## config.mk

```make
export PLATFORM = sky130hd
export DESIGN_NAME = uart_rx_flat
export DESIGN_NICKNAME = d
export VERILOG_FILES = /design/src/rtl/uart_rx_if.sv /design/src/rtl/uart_rx.sv /design/src/flat_wrapper.sv
export SDC_FILE = /design/constraint.sdc
export NUM_CORES = 1
export LEC_CHECK = 0
export ABC_AREA = 1
export CAP_MARGIN = 20
export CORE_ASPECT_RATIO = 1.5
export CORE_MARGIN = 4
export CORE_UTILIZATION = 60
export DETAILED_ROUTE_END_ITERATION = 6
export PLACE_DENSITY = 0.84
export REMOVE_ABC_BUFFERS = 1
export SYNTH_ARGS = -nofsm -noshare
export SYNTH_HDL_FRONTEND = slang
export SYNTH_SLANG_ARGS = --single-unit
```

## constraint.sdc

```tcl
create_clock -name clk -period 2.8 [get_ports clk]
set_clock_uncertainty 0.2 [all_clocks]
set_input_delay 0.7 -clock clk [delete_from_list [all_inputs] [get_ports clk]]
set_output_delay 0.7 -clock clk [all_outputs]
set_load 0.1 [all_outputs]
```

## src/rtl/uart_rx_if.sv

```systemverilog
`default_nettype none
// ============================================================================
//  Module      : uart_rx_if
//  Description : Byte-side interface of the UART receiver. Carries the FIFO
//                read handshake and the per-frame status pulses.
//  Revision    : 1.0 - initial release
// ============================================================================
interface uart_rx_if #(
  parameter int DATA_BITS = 8
);
  logic                 rd_en;
  logic [DATA_BITS-1:0] rx_data;
  logic                 rx_empty;
  logic                 parity_err;
  logic                 frame_err;
  logic                 overrun;

  // Receiver side: supplies bytes and status, accepts pops
  modport master (
    input  rd_en,
    output rx_data,
    output rx_empty,
    output parity_err,
    output frame_err,
    output overrun
  );

  // Consumer side: pops bytes and observes status
  modport slave (
    output rd_en,
    input  rx_data,
    input  rx_empty,
    input  parity_err,
    input  frame_err,
    input  overrun
  );
endinterface
`default_nettype wire

```

## src/rtl/uart_rx.sv

```systemverilog
`default_nettype none
// ============================================================================
//  Module      : uart_rx
//  Description : UART receiver. Synchronizes and 16x oversamples the serial
//                line, deframes start/data/parity/stop, and queues bytes in a
//                first-word-fall-through FIFO.
//  Revision    : 1.0 - initial release
// ============================================================================
module uart_rx #(
  parameter int SYS_CLK_FREQ   = 50000000,
  parameter int BAUD_RATE      = 19200,
  parameter int DATA_BITS      = 8,
  parameter int STOP_BITS      = 1,
  parameter int PARITY_MODE    = 1,
  parameter int FIFO_ADDR_BITS = 3
) (
  input  wire logic  clk,
  input  wire logic  rst,
  input  wire logic  rx,
  uart_rx_if.master  bus
);

  localparam int DIV      = SYS_CLK_FREQ / (BAUD_RATE * 16);
  localparam int DIV_W    = (DIV > 1) ? $clog2(DIV) : 1;
  localparam logic [DIV_W-1:0] DIV_LAST = DIV_W'(DIV - 1);
  localparam int IDX_W    = $clog2(DATA_BITS + STOP_BITS + 1);
  localparam logic [IDX_W-1:0] LAST_DATA = IDX_W'(DATA_BITS - 1);
  localparam logic [IDX_W-1:0] LAST_STOP = IDX_W'(STOP_BITS - 1);
  localparam int DEPTH    = 1 << FIFO_ADDR_BITS;
  localparam int FA       = FIFO_ADDR_BITS;

  typedef enum logic [2:0] {
    S_IDLE   = 3'd0,
    S_START  = 3'd1,
    S_DATA   = 3'd2,
    S_PARITY = 3'd3,
    S_STOP   = 3'd4
  } state_t;

  state_t               r_state, w_state_nxt;
  logic                 r_rx_meta, r_rx_sync;
  logic [DIV_W-1:0]     r_div_cnt;
  logic                 w_tick;
  logic [3:0]           r_s;
  logic [IDX_W-1:0]     r_idx;
  logic [DATA_BITS-1:0] r_shreg;
  logic                 r_par_flag, r_frm_flag;
  logic                 r_done, r_done_par, r_done_frm;
  logic                 w_clr_s, w_clr_idx, w_inc_idx, w_shift;
  logic                 w_par_smp, w_stop_smp, w_finish, w_frame_start;
  logic                 w_data_xor, w_par_bad;

  logic [FA:0]          r_wr_ptr, r_rd_ptr;
  logic [DATA_BITS-1:0] r_mem [DEPTH];
  logic                 w_empty, w_full, w_push, w_pop;

  // Two-stage synchronizer on the asynchronous line; idles high out of reset
  always_ff @(posedge clk or negedge rst) begin
    if (!rst) begin
      r_rx_meta <= 1'b1;
      r_rx_sync <= 1'b1;
    end else begin
      r_rx_meta <= rx;
      r_rx_sync <= r_rx_meta;
    end
  end

  // Free-running 16x baud tick; frames never restart it
  assign w_tick = (r_div_cnt == DIV_LAST);
  always_ff @(posedge clk or negedge rst) begin
    if (!rst) r_div_cnt <= '0;
    else      r_div_cnt <= w_tick ? '0 : r_div_cnt + 1'b1;
  end

  // Parity check: odd mode wants data^p == 1, even mode wants 0
  assign w_data_xor = (^r_shreg) ^ r_rx_sync;
  assign w_par_bad  = (PARITY_MODE == 2) ? w_data_xor : ~w_data_xor;

  // FSM state register
  always_ff @(posedge clk or negedge rst) begin
    if (!rst) r_state <= S_IDLE;
    else      r_state <= w_state_nxt;
  end

  // FSM next state and datapath strobes
  always_comb begin
    w_state_nxt   = r_state;
    w_clr_s       = 1'b0;
    w_clr_idx     = 1'b0;
    w_inc_idx     = 1'b0;
    w_shift       = 1'b0;
    w_par_smp     = 1'b0;
    w_stop_smp    = 1'b0;
    w_finish      = 1'b0;
    w_frame_start = 1'b0;
    case (r_state)
      S_IDLE: begin
        if (!r_rx_sync) begin
          w_state_nxt   = S_START;
          w_clr_s       = 1'b1;
          w_frame_start = 1'b1;
        end
      end
      S_START: begin
        if (w_tick && r_s == 4'd7) begin
          w_clr_s = 1'b1;
          if (r_rx_sync) begin
            w_state_nxt = S_IDLE;       // glitch, not a start bit
          end else begin
            w_state_nxt = S_DATA;
            w_clr_idx   = 1'b1;
          end
        end
      end
      S_DATA: begin
        if (w_tick && r_s == 4'd15) begin
          w_shift = 1'b1;
          if (r_idx == LAST_DATA) begin
            w_state_nxt = (PARITY_MODE != 0) ? S_PARITY : S_STOP;
            w_clr_s     = 1'b1;
            w_clr_idx   = 1'b1;
          end else begin
            w_inc_idx = 1'b1;
          end
        end
      end
      S_PARITY: begin
        if (w_tick && r_s == 4'd15) begin
          w_par_smp   = 1'b1;
          w_state_nxt = S_STOP;
          w_clr_s     = 1'b1;
          w_clr_idx   = 1'b1;
        end
      end
      S_STOP: begin
        if (w_tick && r_s == 4'd15) begin
          w_stop_smp = 1'b1;
          if (r_idx == LAST_STOP) begin
            w_finish    = 1'b1;
            w_state_nxt = S_IDLE;
            w_clr_s     = 1'b1;
          end else begin
            w_inc_idx = 1'b1;
          end
        end
      end
      default: w_state_nxt = S_IDLE;
    endcase
  end

  // Sample counters, shift register, error flags and the completion snapshot
  always_ff @(posedge clk or negedge rst) begin
    if (!rst) begin
      r_s        <= '0;
      r_idx      <= '0;
      r_shreg    <= '0;
      r_par_flag <= 1'b0;
      r_frm_flag <= 1'b0;
      r_done     <= 1'b0;
      r_done_par <= 1'b0;
      r_done_frm <= 1'b0;
    end else begin
      r_done <= w_finish;
      if (w_clr_s)     r_s <= '0;
      else if (w_tick) r_s <= r_s + 4'd1;
      if (w_clr_idx)      r_idx <= '0;
      else if (w_inc_idx) r_idx <= r_idx + 1'b1;
      if (w_shift) r_shreg <= {r_rx_sync, r_shreg[DATA_BITS-1:1]};
      if (w_frame_start) begin
        r_par_flag <= 1'b0;
        r_frm_flag <= 1'b0;
      end
      if (w_par_smp) r_par_flag <= w_par_bad;
      if (w_stop_smp && !r_rx_sync) r_frm_flag <= 1'b1;
      // Snapshot lets a new frame clear the live flags without racing completion
      if (w_finish) begin
        r_done_par <= r_par_flag;
        r_done_frm <= r_frm_flag | ~r_rx_sync;
      end
    end
  end

  // FIFO status; a read frees a slot in the same cycle a full FIFO is pushed
  assign w_empty = (r_wr_ptr == r_rd_ptr);
  assign w_full  = (r_wr_ptr[FA] != r_rd_ptr[FA]) &&
                   (r_wr_ptr[FA-1:0] == r_rd_ptr[FA-1:0]);
  assign w_pop   = bus.rd_en & ~w_empty;
  assign w_push  = r_done & ~r_done_frm & (~w_full | bus.rd_en);

  // FIFO pointers
  always_ff @(posedge clk or negedge rst) begin
    if (!rst) begin
      r_wr_ptr <= '0;
      r_rd_ptr <= '0;
    end else begin
      if (w_push) r_wr_ptr <= r_wr_ptr + 1'b1;
      if (w_pop)  r_rd_ptr <= r_rd_ptr + 1'b1;
    end
  end

  // FIFO storage, deliberately not reset
  always_ff @(posedge clk) begin
    if (w_push) r_mem[r_wr_ptr[FA-1:0]] <= r_shreg;
  end

  assign bus.rx_data    = r_mem[r_rd_ptr[FA-1:0]];
  assign bus.rx_empty   = w_empty;
  assign bus.parity_err = w_push & r_done_par;
  assign bus.frame_err  = r_done & r_done_frm;
  assign bus.overrun    = r_done & ~r_done_frm & ~w_push;

endmodule
`default_nettype wire

```

## src/flat_wrapper.sv

```systemverilog
// flat-port wrapper written by rule: the top's interface ports become plain ports
module uart_rx_flat 
#(
  parameter int SYS_CLK_FREQ   = 50000000,
  parameter int BAUD_RATE      = 19200,
  parameter int DATA_BITS      = 8,
  parameter int STOP_BITS      = 1,
  parameter int PARITY_MODE    = 1,
  parameter int FIFO_ADDR_BITS = 3
)
  (clk, rst, rx, bus_rd_en, bus_rx_data, bus_rx_empty, bus_parity_err, bus_frame_err, bus_overrun);
  uart_rx_if #(.DATA_BITS(DATA_BITS)) bus_i ();
  input  wire logic clk;
  input  wire logic rst;
  input  wire logic rx;
  input wire logic [$bits(bus_i.rd_en)-1:0] bus_rd_en;
  output wire logic [$bits(bus_i.rx_data)-1:0] bus_rx_data;
  output wire logic [$bits(bus_i.rx_empty)-1:0] bus_rx_empty;
  output wire logic [$bits(bus_i.parity_err)-1:0] bus_parity_err;
  output wire logic [$bits(bus_i.frame_err)-1:0] bus_frame_err;
  output wire logic [$bits(bus_i.overrun)-1:0] bus_overrun;
  assign bus_i.rd_en = bus_rd_en;
  assign bus_rx_data = bus_i.rx_data;
  assign bus_rx_empty = bus_i.rx_empty;
  assign bus_parity_err = bus_i.parity_err;
  assign bus_frame_err = bus_i.frame_err;
  assign bus_overrun = bus_i.overrun;
  uart_rx #(.SYS_CLK_FREQ(SYS_CLK_FREQ), .BAUD_RATE(BAUD_RATE), .DATA_BITS(DATA_BITS), .STOP_BITS(STOP_BITS), .PARITY_MODE(PARITY_MODE), .FIFO_ADDR_BITS(FIFO_ADDR_BITS)) u_core (.clk(clk), .rst(rst), .rx(rx), .bus(bus_i));
endmodule
```

; ---- Yosys cells after proc, flatten, opt, wreduce, memory -nomap -nowiden
; Memory sizes are Yosys's and may differ from the RTL's.
; Cells that the tools add are included.
; W data, S select, Z words.
[totals]
elab_cells = 105
n_memories = 1
mem_bits_rw = 64
out_inout_bits = 12
inputBits = 4
reg_bits = 42
[memory_table]
columns = memory, words, width, read_ports, rd_clocked_by_memory_dff, write_ports, line
row1 = u_core.r_mem, 8, 8, 1, 0, 1, uart_rx.sv:54  ; logic [DATA_BITS-1:0] r_mem [DEPTH];
[classes]
eq_ne = 18
bitwise_logic = 15
mux = 39
addsub = 5
n_reduce_logical = 13
[op_table]
columns = op, n
row1 = $mux W1, 22
row2 = $mux W3, 7
row3 = $add A4 B1 Y4 const B, 4
row4 = $mux W4, 4
row5 = $pmux W3 S5, 1
row6 = $ne A2 B1 Y1 const B, 6
row7 = $add A8 B1 Y8 const B, 1
row8 = $eq A4 B3 Y1 const B, 2
row9 = $eq A8 B8 Y1 const B, 1
row10 = $mux W8, 1
row11 = $reduce_bool A2 Y1, 4
row12 = $reduce_xor A8 Y1, 1
row13 = $reduce_and A7 Y1, 1
row14 = $and A1 B1 Y1, 6
row15 = $eq A3 B2 Y1 const B, 2
row16 = $not A1 Y1, 6
row17 = $pmux W1 S5, 1
row18 = $eq A4 B4 Y1, 1
row19 = $eq A4 B4 Y1 const B, 1
row20 = $logic_and A1 B1 Y1, 4
row21 = $logic_not A4 Y1, 1
row22 = $eq A3 B1 Y1 const B, 1
row23 = $eq A3 B3 Y1, 1
row24 = $eq A3 B3 Y1 const B, 1
row25 = 9 further kinds, 10

; ---- Depth between registers and ports, before layout
[logic_depth]
depth_word = 7
depth_mapped = 11

; ---- Worst setup path after synthesis
; No wires, ideal clock.
[synth_path]
kind = reg2out
start = register u_core.r_rd_ptr[0]
end = output bus_parity_err
setup_slack_ps = -440
stages_incl_launch_ff = 9
path_buffers = 2
arrival_time_ps = 2340
cell_sequence = dfrtp_1 -> buf_2 -> xnor2_1 -> nand2_1 -> nor2_1 -> nand2_1 -> nand3_1 -> buf_4 -> nor2_1
[synth_between]
elab_chain_len = 6
[synth_lines]
columns = element, line
row1 = start: declaration, uart_rx.sv:53  ; logic [FA:0] r_wr_ptr, r_rd_ptr;
row2 = start signal: assignment, uart_rx.sv:197  ; if (w_pop) r_rd_ptr <= r_rd_ptr + 1'b1;
row3 = $eq A3 B3 Y1, uart_rx.sv:186  ; (r_wr_ptr[FA-1:0] == r_rd_ptr[FA-1:0]);
row4 = $logic_and A1 B1 Y1, uart_rx.sv:185  ; assign w_full = (r_wr_ptr[FA] != r_rd_ptr[FA]) &&
row5 = $not A1 Y1, uart_rx.sv:188  ; assign w_push = r_done & ~r_done_frm & (~w_full | bus.rd_en);
row6 = $or A1 B1 Y1, uart_rx.sv:188
row7 = $and A1 B1 Y1, uart_rx.sv:188
row8 = $and A1 B1 Y1, uart_rx.sv:208  ; assign bus.parity_err = w_push & r_done_par;
row9 = end: declaration, flat_wrapper.sv:19  ; output wire logic [$bits(bus_i.parity_err)-1:0] bus_parity_err;
; Every way passes these cells.

; ---- Worst setup path after layout
[layout_path]
start = input bus_rd_en
end = output bus_parity_err
[layout_between]
elab_chain_len = 3
[layout_lines]
columns = element, line
row1 = start: declaration, flat_wrapper.sv:16  ; input wire logic [$bits(bus_i.rd_en)-1:0] bus_rd_en;
row2 = $or A1 B1 Y1, uart_rx.sv:188
row3 = $and A1 B1 Y1, uart_rx.sv:188
row4 = $and A1 B1 Y1, uart_rx.sv:208
; Every way passes these cells.

==> flow_summary.json <==
{
  "outcome": "complete, no violations",
  "ir_drop_mv": 0.851,
  "gr-usage-all-layers_pct": 21.5,
  "die-area_um2": 9690,
  "hold_buffers": 0,
  "start_util_pct": 61.5,
  "clk_latency_ns": 0.34,
  "swShare_pct": 39.0,
  "cap_violations": 0,
  "powerDensity_nw_per_um2": 891,
  "via_count": 3515,
  "period_share_pct": 96.5,
  "fin_crit_ns": 2.70,
  "rsz0062_at_grt": "no",
  "fin_util_pct": 71.2,
  "totalWireLength_mm": 9.45,
  "syn_avg_cell_area_um2": 9.86,
  "hold_path_class": "in2async",
  "combPwrFrac_pct": 43.1,
  "antenna_cells": 0,
  "port_buffers": 15,
  "clock_path_buffers": 2,
  "yosys_warnings": 0,
  "fin_nets": 536,
  "p_leak_nw": 2.60,
  "clockRootBuffer": "clkbuf_16",
  "io-pin-count": 16,
  "sequentialPowerShare_pct": 33.9,
  "async_flop_share_pct": 39.6,
  "drt_first_pass_iters": 5,
  "antenna_found_initial": 0,
  "cts_max_level": 3,
  "grt_pass1_wl_mm": 16.0,
  "power.total_w": 0.00505,
  "finalNonFillerCells": 635,
  "dominantRegCellSynth": "edfxtp_1",
  "setup_viol": 0,
  "crit_fanout": 3,
  "dp_cells": 619,
  "tightest_slew_ns": 0.456,
  "met3_usage_pct": 3.13,
  "gr-usage-met1_pct": 23.1,
  "cp-start-kind": "primary input",
  "synth_seq_cells": 106,
  "slew_viol_final": 0,
  "antenna_left": 0,
  "end_kind": "output port",
  "ys_types": 34,
  "syn_to_final_growth_pct": 15.9,
  "synth_top_area_share_pct": 39.3,
  "die_h_um": 119,
  "synth-seq-area-share_pct": 60.8,
  "timing.slew.headroom_pct": 69.6,
  "critPathRequiredTime_ns": 1.90,
  "p_int_w": 0.00308,
  "gp_congestion": 0.875,
  "clk_pin_slew_worst_paths_ns": 0.07,
  "hold_viol": 0,
  "dpl.hpwl_mm": 6.79,
  "yosys.cell_count.top_type": "nand2_1",
  "cts_tree": "built",
  "coreArea_um2": 7960,
  "clockPowerShare_pct": 23.0,
  "synth.largest_area_cell": "edfxtp_1",
  "arrival_ns": 1.80,
  "synth_common_cells": "nand2_1, nor2_1, edfxtp_1, inv_1, dfrtp_1",
  "synth_area_um2": 4890,
  "cts_sinks": 106,
  "setup_tns_ns": 0,
  "fmax_ghz": 0.370,
  "grt_max_degree": 29,
  "post_drt_via_cell_ratio": 5.54,
  "hold_slack_ns": 0.0121,
  "die_x_um": 81.7,
  "synth.area.top_cells": "edfxtp_1, dfrtp_1, nand2_1",
  "global_route.usage.met2_pct": 39.0,
  "wl_per_cell_um": 14.9,
  "syn_inst": 496,
  "grt_overflow": 0,
  "num_rows": 40,
  "drive_gt1_share_pct": 12.6,
  "drtIter0Drc": 229,
  "setup.worst_path.class": "in2out",
  "gr-max-usage-layer": "met2",
  "drc_errors": 0,
  "cts_made_buffers": 9,
  "synth-edff-count": 64,
  "grt_pass1_vias": 3590,
  "switchingPower_w": 0.00197
}
[critical path: stages]
cell and delay, ns:
clkdlybuf4s50_1 0.48, nor2_1 0.05, nand2_1 0.11, nand3_1 0.12, nor2_2 0.15, buf_12 0.19
[layer usage]
metal,routed length [um],vias up
met5,0,-
met4,319,0
met3,247,26
met2,5370,76
met1,3510,1700
li1,-,1713
[final cells by class]
cell class / count / area, um^2
inverters: 43 / 164
flip-flops and latches: 106 / 2980
repair buffers: 33 / 404
clock inverters: 2 / 12.5
fillers: 527 / 2290
clock buffers: 14 / 264
multi-input cells: 332 / 1710
well taps: 105 / 131
[timing repair]
item                       4_1_cts  5_1_grt
setup buffers                    0        0
setup endpoints to repair        0       10
gates resized for setup          0       10
[registers in the layout, summed over array words and instances, names as in the netlist]
register and flops:
u_core.r_div_cnt 8, u_core.r_done 1, u_core.r_done_frm 1, u_core.r_done_par 1, u_core.r_frm_flag 1, u_core.r_idx 4
u_core.r_mem 64, u_core.r_par_flag 1, u_core.r_rd_ptr 4, u_core.r_rx_meta 1, u_core.r_rx_sync 1, u_core.r_s 4
u_core.r_shreg 8, u_core.r_state 3, u_core.r_wr_ptr 4
[cells in the final DEF (no fill, tap or decap), drive strengths merged]
cell / n
inv: 42
clkbuf: 14
o31ai: 1
o32ai: 16
nand4: 10
buf: 31
o21ai: 30
clkinvlp: 1
xnor2: 7
xor2: 12
ha: 7
nor2: 88
nand2: 126
nor3b: 1
clkdlybuf4s50: 2
clkinv: 2
a21oi: 4
nand3: 22
nor3: 7
dfrtp: 40
nand3b: 1
edfxtp: 64
dfstp: 2
[power groups by stage]
stage	sequential [W]	combinational (W)	clock [W]
after floorplan	0.00182	0.00128	0
after global placement	0.00173	0.00206	0
after detailed placement	0.00173	0.00213	0
after CTS	0.00170	0.00214	0.00119
after global routing	0.00171	0.00231	0.00125
final	0.00171	0.00218	0.00116
[cells by family after synthesis]
kind of cell               synth area share (%)
AOI/OAI and AO/OA                          6.73
xor gates and xnor gates                   3.40
and+or+nand+nor                            22.4
adders and majority gates                  1.79
DFF                                        60.8
buffers and inverters                      4.84
[metrics by stage]
step	cell area, um^2	worst slack, ns
3_5_place_dp	5350	0.0582
4_1_cts	5620	0.00133
5_1_grt	5670	0.0172
2_1_floorplan	4820	-0.794
6_report	5670	0.0966
3_3_place_gp	5350	0.0936
[worst paths after layout]
kind	start	endpoint	slack [ns]	depth (start not counted)
setup / recovery	bus_rd_en	bus_parity_err	0.1	6
hold / removal	rst	u_core.r_rd_ptr[2]	0.01	1
setup reg to reg	u_core.r_rd_ptr[0]	u_core.r_mem[3][7]	0.64	9
hold reg to reg	u_core.r_rx_meta	u_core.r_rx_sync	0.16	0
max in group asynchronous	rst	u_core.r_rx_sync	1.81	2
min in group clk	u_core.r_rx_meta	u_core.r_rx_sync	0.16	0
No activity file was read; power rests on OpenSTA's default activity.
